[src/rtl/bypass_fader_if.sv]
// Sample-path bundle for bypass_fader: effect select, fade rate, dry/wet samples in,
// crossfaded sample and fade-in-progress flag out.
interface bypass_fader_if #(
    parameter int WIDTH = 24
);
    logic             Enable;
    logic [7:0]       Fade_Len;
    logic [WIDTH-1:0] Dry_In;
    logic [WIDTH-1:0] Wet_In;
    logic [WIDTH-1:0] D_Out;
    logic             Busy;

    modport master (output Enable, Fade_Len, Dry_In, Wet_In, input D_Out, Busy);
    modport slave  (input Enable, Fade_Len, Dry_In, Wet_In, output D_Out, Busy);
endinterface

[src/rtl/bypass_fader.sv]
// Click-free bypass: linear crossfade between dry and tremolo samples, one gain step
// every Fade_Len+1 Lrck edges. Define BYPASS_FADER_ROUND_EN for round-half-up mixing.
module bypass_fader #(
    parameter int WIDTH = 24
) (
    input  logic          Lrck,
    input  logic          Reset,
    bypass_fader_if.slave bus
);
    localparam int AW = WIDTH + 10;

    typedef enum logic [1:0] {BYPASS, FADE_IN, ACTIVE, FADE_OUT} state_e;

    state_e           state_q, state_d;
    logic [8:0]       g_q, g_d;
    logic [7:0]       h_q, h_d;
    logic [WIDTH-1:0] d_out_q, d_out_d;
    logic             step;

    logic signed [AW-1:0] wet_x, dry_x, g_x, gi_x, mix;

    always_ff @(posedge Lrck) begin
        if (Reset) begin
            state_q <= BYPASS;
            g_q     <= '0;
            h_q     <= '0;
            d_out_q <= '0;
        end else begin
            state_q <= state_d;
            g_q     <= g_d;
            h_q     <= h_d;
            d_out_q <= d_out_d;
        end
    end

    always_comb begin
        state_d = state_q;
        g_d     = g_q;
        h_d     = h_q;
        step    = (h_q >= bus.Fade_Len);
        unique case (state_q)
            BYPASS: begin
                if (bus.Enable) begin
                    state_d = FADE_IN;
                    h_d     = '0;
                end
            end
            FADE_IN: begin
                if (!bus.Enable) begin
                    state_d = FADE_OUT;
                    h_d     = '0;
                end else if (g_q == 9'd256) begin
                    // reversed out of a fade-out before its first step: already at full wet
                    state_d = ACTIVE;
                end else if (step) begin
                    g_d = g_q + 9'd1;
                    h_d = '0;
                    if (g_q == 9'd255) state_d = ACTIVE;
                end else begin
                    h_d = h_q + 8'd1;
                end
            end
            ACTIVE: begin
                if (!bus.Enable) begin
                    state_d = FADE_OUT;
                    h_d     = '0;
                end
            end
            FADE_OUT: begin
                if (bus.Enable) begin
                    state_d = FADE_IN;
                    h_d     = '0;
                end else if (g_q == 9'd0) begin
                    state_d = BYPASS;
                end else if (step) begin
                    g_d = g_q - 9'd1;
                    h_d = '0;
                    if (g_q == 9'd1) state_d = BYPASS;
                end else begin
                    h_d = h_q + 8'd1;
                end
            end
            default: state_d = BYPASS;
        endcase
    end

    // Convex mix of two WIDTH-bit samples stays within WIDTH bits after the shift.
    always_comb begin
        wet_x = AW'($signed(bus.Wet_In));
        dry_x = AW'($signed(bus.Dry_In));
        g_x   = AW'({1'b0, g_q});
        gi_x  = AW'(10'd256 - {1'b0, g_q});
`ifdef BYPASS_FADER_ROUND_EN
        mix   = wet_x * g_x + dry_x * gi_x + AW'(128);
`else
        mix   = wet_x * g_x + dry_x * gi_x;
`endif
        d_out_d = WIDTH'(mix >>> 8);
    end

    assign bus.D_Out = d_out_q;
    assign bus.Busy  = (state_q == FADE_IN) || (state_q == FADE_OUT);
endmodule

[src/flat_wrapper.sv]
// flat-port wrapper written by rule: the top's interface ports become plain ports
module bypass_fader_flat 
#(
    parameter int WIDTH = 24
)
  (Lrck, Reset, bus_Enable, bus_Fade_Len, bus_Dry_In, bus_Wet_In, bus_D_Out, bus_Busy);
  bypass_fader_if #(.WIDTH(WIDTH)) bus_i ();
  input  logic Lrck;
  input  logic Reset;
  input wire logic [$bits(bus_i.Enable)-1:0] bus_Enable;
  input wire logic [$bits(bus_i.Fade_Len)-1:0] bus_Fade_Len;
  input wire logic [$bits(bus_i.Dry_In)-1:0] bus_Dry_In;
  input wire logic [$bits(bus_i.Wet_In)-1:0] bus_Wet_In;
  output wire logic [$bits(bus_i.D_Out)-1:0] bus_D_Out;
  output wire logic [$bits(bus_i.Busy)-1:0] bus_Busy;
  assign bus_i.Enable = bus_Enable;
  assign bus_i.Fade_Len = bus_Fade_Len;
  assign bus_i.Dry_In = bus_Dry_In;
  assign bus_i.Wet_In = bus_Wet_In;
  assign bus_D_Out = bus_i.D_Out;
  assign bus_Busy = bus_i.Busy;
  bypass_fader #(.WIDTH(WIDTH)) u_core (.Lrck(Lrck), .Reset(Reset), .bus(bus_i));
endmodule
[config.mk]
export PLATFORM = sky130hd
export DESIGN_NAME = bypass_fader_flat
export DESIGN_NICKNAME = d
export VERILOG_FILES = /design/src/rtl/bypass_fader_if.sv /design/src/rtl/bypass_fader.sv /design/src/flat_wrapper.sv
export SDC_FILE = /design/constraint.sdc
export NUM_CORES = 1
export LEC_CHECK = 0
export ABC_AREA = 1
export BUFFER_PORTS_ARGS = -buffer_cell sky130_fd_sc_hd__buf_4
export CAP_MARGIN = 20
export CORE_MARGIN = 3
export CORE_UTILIZATION = 35
export DETAILED_ROUTE_END_ITERATION = 12
export SYNTH_ARGS = -nofsm -noshare
export SYNTH_HDL_FRONTEND = slang
export SYNTH_SLANG_ARGS = --single-unit
[constraint.sdc]
create_clock -name Lrck -period 20.9 [get_ports Lrck]
set_input_delay 4.18 -clock Lrck [delete_from_list [all_inputs] [get_ports Lrck]]
set_output_delay 4.18 -clock Lrck [all_outputs]
set_load 0.1 [all_outputs]
; Word-level counts from Yosys, hierarchy flattened
; Cells that the tools add are included.
[classes]
n_reduce_logical = 7
eq_ne = 20
muxes = 26
magnitude_cmp = 1
n_addsub = 5
n_mul = 2
[ops]
columns = cell, count
row1 = multiplier 24 x 10 -> 32 bit, 2
row2 = two-way mux 8 bit, 7
row3 = two-way mux 9 bit, 6
row4 = adder 32 bit, 1
row5 = case mux 8 bit (4 select lines), 1
row6 = two-way mux 2 bit, 10
row7 = case mux 9 bit (2 select lines), 1
row8 = inequality test 4 x 2 -> 1 bit (second input constant), 4
row9 = inequality test 2 bit (second input constant), 6
row10 = subtractor 9 x 9 -> 10 bit (first input constant), 1
row11 = adder 9 x 1 -> 9 bit (second input constant), 1
row12 = equality test 9 x 1 -> 1 bit (second input constant), 1
row13 = equality test 9 x 8 -> 1 bit (second input constant), 1
row14 = equality test 9 bit (second input constant), 1
row15 = logical NOT 9 bit, 1
row16 = subtractor 9 x 1 -> 9 bit (second input constant), 1
row17 = adder 8 x 1 -> 8 bit (second input constant), 1
row18 = >= comparator 8 bit, 1
row19 = case mux 2 bit (4 select lines), 1
row20 = AND reduction 7 bit, 1
row21 = inequality test 3 bit (second input constant), 2
row22 = AND reduction 6 bit, 1
row23 = equality test 2 bit (second input constant), 2
row24 = inequality test 2 x 1 -> 1 bit (second input constant), 2
row25 = other kinds (5), 5
[totals]
input_bits = 59
reg_bits = 43
output_inout_bits = 25
wordCells = 65

; Depth between registers and ports, before layout
[depth]
word_depth = 6
ltp_mapped = 38
mapped_depth_nobuf = 35

; Least setup slack after synthesis
; OpenSTA, ideal clock, no wires.
[synth_path]
path_type = input to register
startpoint = input port bus_Wet_In[6]
endpoint = register u_core.d_out_q[16], in the netlist u_core.bus.D_Out[16]
path_stages = 23
path_buffers = 1
setup_time_ns = 0.116
t_required_ns = 20.784
path_slack_ns = 11.403
arrival_time_ns = 9.381
path_cell_list = buf_1 -> nand2_1 -> fa_1 -> fa_1 -> fa_1 -> inv_1 -> fa_1 -> fa_1 -> fa_1 -> inv_1 -> fa_1 -> inv_1 -> ha_1 -> nand2_1 -> nand2_1 -> a31oi_1 -> nand3_1 -> a21boi_1 -> nor2_1 -> nand2_1 -> nand2_1 -> o21ai_0 -> nor2_1
[synth_between]
elab_chain_len = 2
[synth_lines]
columns = item, line
row1 = start: declaration, flat_wrapper.sv:13  ; input wire logic [$bits(bus_i.Wet_In)-1:0] bus_Wet_In;
row2 = multiplier 24 x 10 -> 32 bit, bypass_fader.sv:96  ; mix = wet_x * g_x + dry_x * gi_x;
row3 = adder 32 bit, bypass_fader.sv:96
row4 = end signal: assignment, bypass_fader.sv:32  ; d_out_q <= d_out_d;
row5 = end: declaration, bypass_fader.sv:17  ; logic [WIDTH-1:0] d_out_q, d_out_d;
; No other way between the ends.
; A chain may end at the register's enable or synchronous reset.

; Final worst setup path
[layout_path]
startpoint = input port bus_Dry_In[23]
endpoint = register u_core.d_out_q[19], in the netlist u_core.bus.D_Out[19]
[layout_between]
elab_chain_len = 2
[layout_lines]
columns = item, line
row1 = start: declaration, flat_wrapper.sv:12  ; input wire logic [$bits(bus_i.Dry_In)-1:0] bus_Dry_In;
row2 = multiplier 24 x 10 -> 32 bit, bypass_fader.sv:96
row3 = adder 32 bit, bypass_fader.sv:96
; No other way between the ends.

==> impl_metrics.env <==
export IMPL_grt_start_max_net_pins=52
export IMPL_period_needed_ns=9.81
export IMPL_crit_start="bus_Dry_In[23]"
export IMPL_die_h_microns=233
export IMPL_port_buffers=83
export IMPL_drc=0
export IMPL_cp_end_kind="register"
export IMPL_postCtsSetupRepairBufs=0
export IMPL_htree_levels=2
export IMPL_r2r_end="u_core.bus.D_Out[8]"
export IMPL_grt_pass1_vias=15510
export IMPL_cp_slowest_cell="fa_1"
export IMPL_cts_tree="built"
export IMPL_vias=14111
export IMPL_period_share=0.469
export IMPL_cts_inserted_buffers=5
export IMPL_multi_input_area_sq_um=14200
export IMPL_detail_route_antenna_nets=0
export IMPL_cts_root_buf="clkbuf_16"
export IMPL_synthesis_nets=2921
export IMPL_ys_ff_latch=43
export IMPL_gp_congestion=0.903
export IMPL_rsz0062_at_grt="false"
export IMPL_syn_avg_cell_area_sq_um=7.78
export IMPL_pin_count=84
export IMPL_drv_cap=0
export IMPL_syn_inst=2312
export IMPL_n_antenna_cell=0
export IMPL_grtUsageTotal=0.191
export IMPL_cts_hold_buf=0
export IMPL_synth_yosys_seq_area_share=0.0479
export IMPL_final_area_sq_um=19300
export IMPL_finalSetupTns_ns=0
export IMPL_dr_pass1_iters=5
export IMPL_relSlewSlack=0.334
export IMPL_clk_latency_ns=0.29
export IMPL_synth_edff_count=0
export IMPL_regArea_sq_um=863
export IMPL_via_per_inst=4.71
export IMPL_grt_ovfl_total=0
export IMPL_syn2layout_area_growth_pct=7.48
export IMPL_dpl_hpwl_microns=42100
export IMPL_wire_per_inst_microns=16.4
export IMPL_yosys_warnings=0
export IMPL_status="finished clean"
export IMPL_fill_cells=5255
export IMPL_async_flop_share=0
export IMPL_fin_nets=2934
export IMPL_tightest_slew_ns=0.998
export IMPL_drive_gt1_frac=0.0615
export IMPL_rows=82
export IMPL_critical_path_required_ns=21.11
export IMPL_hp_start="u_core.h_q[1]"
export IMPL_fmax_mhz=102
export IMPL_worstSetupStartpointType="primary input"
export IMPL_clock_sinks=43
export IMPL_crit_path_max_incr_delay_ns=0.69
export IMPL_crit_type="in -> reg"
export IMPL_drt_iter0_markers=874
export IMPL_dpl_cell_area_sq_um=19200
export IMPL_syn_area_sq_um=18000
export IMPL_cpMostUsedCell="inv_1"
export IMPL_setup_viol=0
export IMPL_post_cts_resized=0
export IMPL_worstReg2RegStart="u_core.g_q[2]"
export IMPL_skew_ns=0.00465
export IMPL_min_path_type="reg -> reg"
export IMPL_dieArea_sq_um=54100
export IMPL_slew_violations=0
export IMPL_die_w_microns=233
export IMPL_hold_violations=0
export IMPL_ctsLongestPathBuffers=2
export IMPL_critPathMaxFanout=6
export IMPL_crit_arrival_ns=10.02
export IMPL_ys_types=48
export IMPL_r2r_cells=26
export IMPL_grt_pass1_wl_microns=81400
export IMPL_start_util=0.356
export IMPL_ys_flop_type="dfxtp_1"
export IMPL_core_area_sq_um=50500
export IMPL_grt_antenna_before_repair=0
export IMPL_rrSetupSlack_ns=12.67
export IMPL_hold_path_cell_count=2
export IMPL_whs_endpoint="u_core.h_q[1]"
export IMPL_wirelength_microns=49200
export IMPL_clk_pin_slew_ns=0.07
## synthesized netlist by cell type, types with 4 or more instances
library cell / n / area share
buf_1: 15 / 0.0031
nand3_2: 4 / 0.0022
xnor2_1: 6 / 0.0029
inv_1: 671 / 0.14
inv_2: 9 / 0.0019
clkbuf_1: 62 / 0.013
a31oi_1: 8 / 0.0028
dfxtp_1: 43 / 0.048
a21oi_1: 66 / 0.018
xor2_1: 6 / 0.0029
nand3_1: 33 / 0.0092
nand4_1: 12 / 0.0042
o21ai_1: 8 / 0.0022
a21o_1: 4 / 0.0017
nor2_4: 4 / 0.0025
buf_2: 12 / 0.0033
fa_1: 422 / 0.47
nand2_1: 528 / 0.11
nand2_2: 6 / 0.0021
nor3_1: 10 / 0.0028
o21ai_0: 35 / 0.0097
o21a_1: 10 / 0.0042
nor2_1: 170 / 0.035
ha_1: 128 / 0.089
## metal layers
| metal | share of wire | track usage | vias to the layer above |
|---|---|---|---|
| li1 | - | - | 6605 |
| met1 | 0.42 | 0.247 | 7022 |
| met2 | 0.51 | 0.344 | 416 |
| met3 | 0.061 | 0.0234 | 68 |
| met4 | 0.018 | 0.0354 | 0 |
| met5 | 0 | 0 | - |
## logic make-up after synthesis
logic type                 count (synthesis)  share of synthesized area
muxes                                      1                   0.000557
and+or+nand+nor                          779                      0.174
adders and majority gates                550                      0.559
AOI/OAI and AO/OA                        153                     0.0494
DFF                                       43                     0.0479
xor gates and xnor gates                  12                    0.00584
buffers and inverters                    774                      0.164
## worst max-delay path, delay by kind of cell
family | cells | cell delay [ns]
buf+inv | 9 | 0.78
fa+ha+maj | 8 | 3.98
simple gates | 8 | 1.08
## worst max path at each step
stage / end / slack [ns] / cells after the start
detailed placement: u_core.bus.D_Out[19] / 10.80 / 25
floorplan: u_core.bus.D_Out[16] / 11.40 / 23
CTS: u_core.bus.D_Out[19] / 11.09 / 25
finish: u_core.bus.D_Out[19] / 11.09 / 25
global route: u_core.bus.D_Out[19] / 10.71 / 25
global placement: u_core.bus.D_Out[19] / 10.82 / 25
## stage by stage
stage | hold WS (ns) | setup WS (ns) | util | instances
global placement | 0.507 | 10.82 | 0.380 | 2990
finish | 0.523 | 11.09 | 0.383 | 2998
floorplan | 0.479 | 11.40 | - | 2312
CTS | 0.521 | 11.09 | 0.383 | 2998
global route | 0.554 | 10.71 | 0.383 | 2998
detailed placement | 0.512 | 10.80 | 0.380 | 2990
## cells in the final DEF, fill, tap and decap left out, types with 3 or more instances in the layout
| master | synthesis | routed |
|---|---|---|
| xnor2_1 | 6 | 6 |
| a211oi_1 | 3 | 3 |
| inv_2 | 9 | 9 |
| inv_1 | 671 | 671 |
| ha_1 | 128 | 128 |
| xor2_1 | 6 | 6 |
| nor2_1 | 170 | 170 |
| nand2_2 | 6 | 6 |
| o21ai_0 | 35 | 35 |
| nand3_2 | 4 | 4 |
| a31oi_1 | 8 | 8 |
| buf_4 | 0 | 98 |
| nor3_1 | 10 | 10 |
| o21bai_1 | 3 | 3 |
| a21oi_1 | 66 | 66 |
| o21ai_2 | 3 | 3 |
| nand3_1 | 33 | 33 |
| a21o_1 | 4 | 4 |
| o21a_1 | 10 | 10 |
| nand4_1 | 12 | 12 |
| dfxtp_1 | 43 | 41 |
| o21ai_1 | 8 | 8 |
| nor2_4 | 4 | 4 |
| clkbuf_16 | 0 | 5 |
| fa_1 | 422 | 422 |
| nand2_1 | 528 | 528 |
## flip-flops by register name (all words and copies together) (netlist names)
name              count
u_core.bus.D_Out     24
u_core.g_q            9
u_core.h_q            8
u_core.state_q        2
## layout make-up
| cell class | count | area share |
|---|---|---|
| multi-input cells | 1495 | 0.734 |
| inverters | 682 | 0.132 |
| clock buffers | 5 | 0.00647 |
| clock inverters | 3 | 0.00123 |
| repair buffers | 98 | 0.0381 |
| well taps | 672 | 0.0435 |
| flip-flops and latches | 43 | 0.0447 |
Power is not shown: default switching activity piles up to over one toggle a cycle in this logic, so the estimate is an artifact.
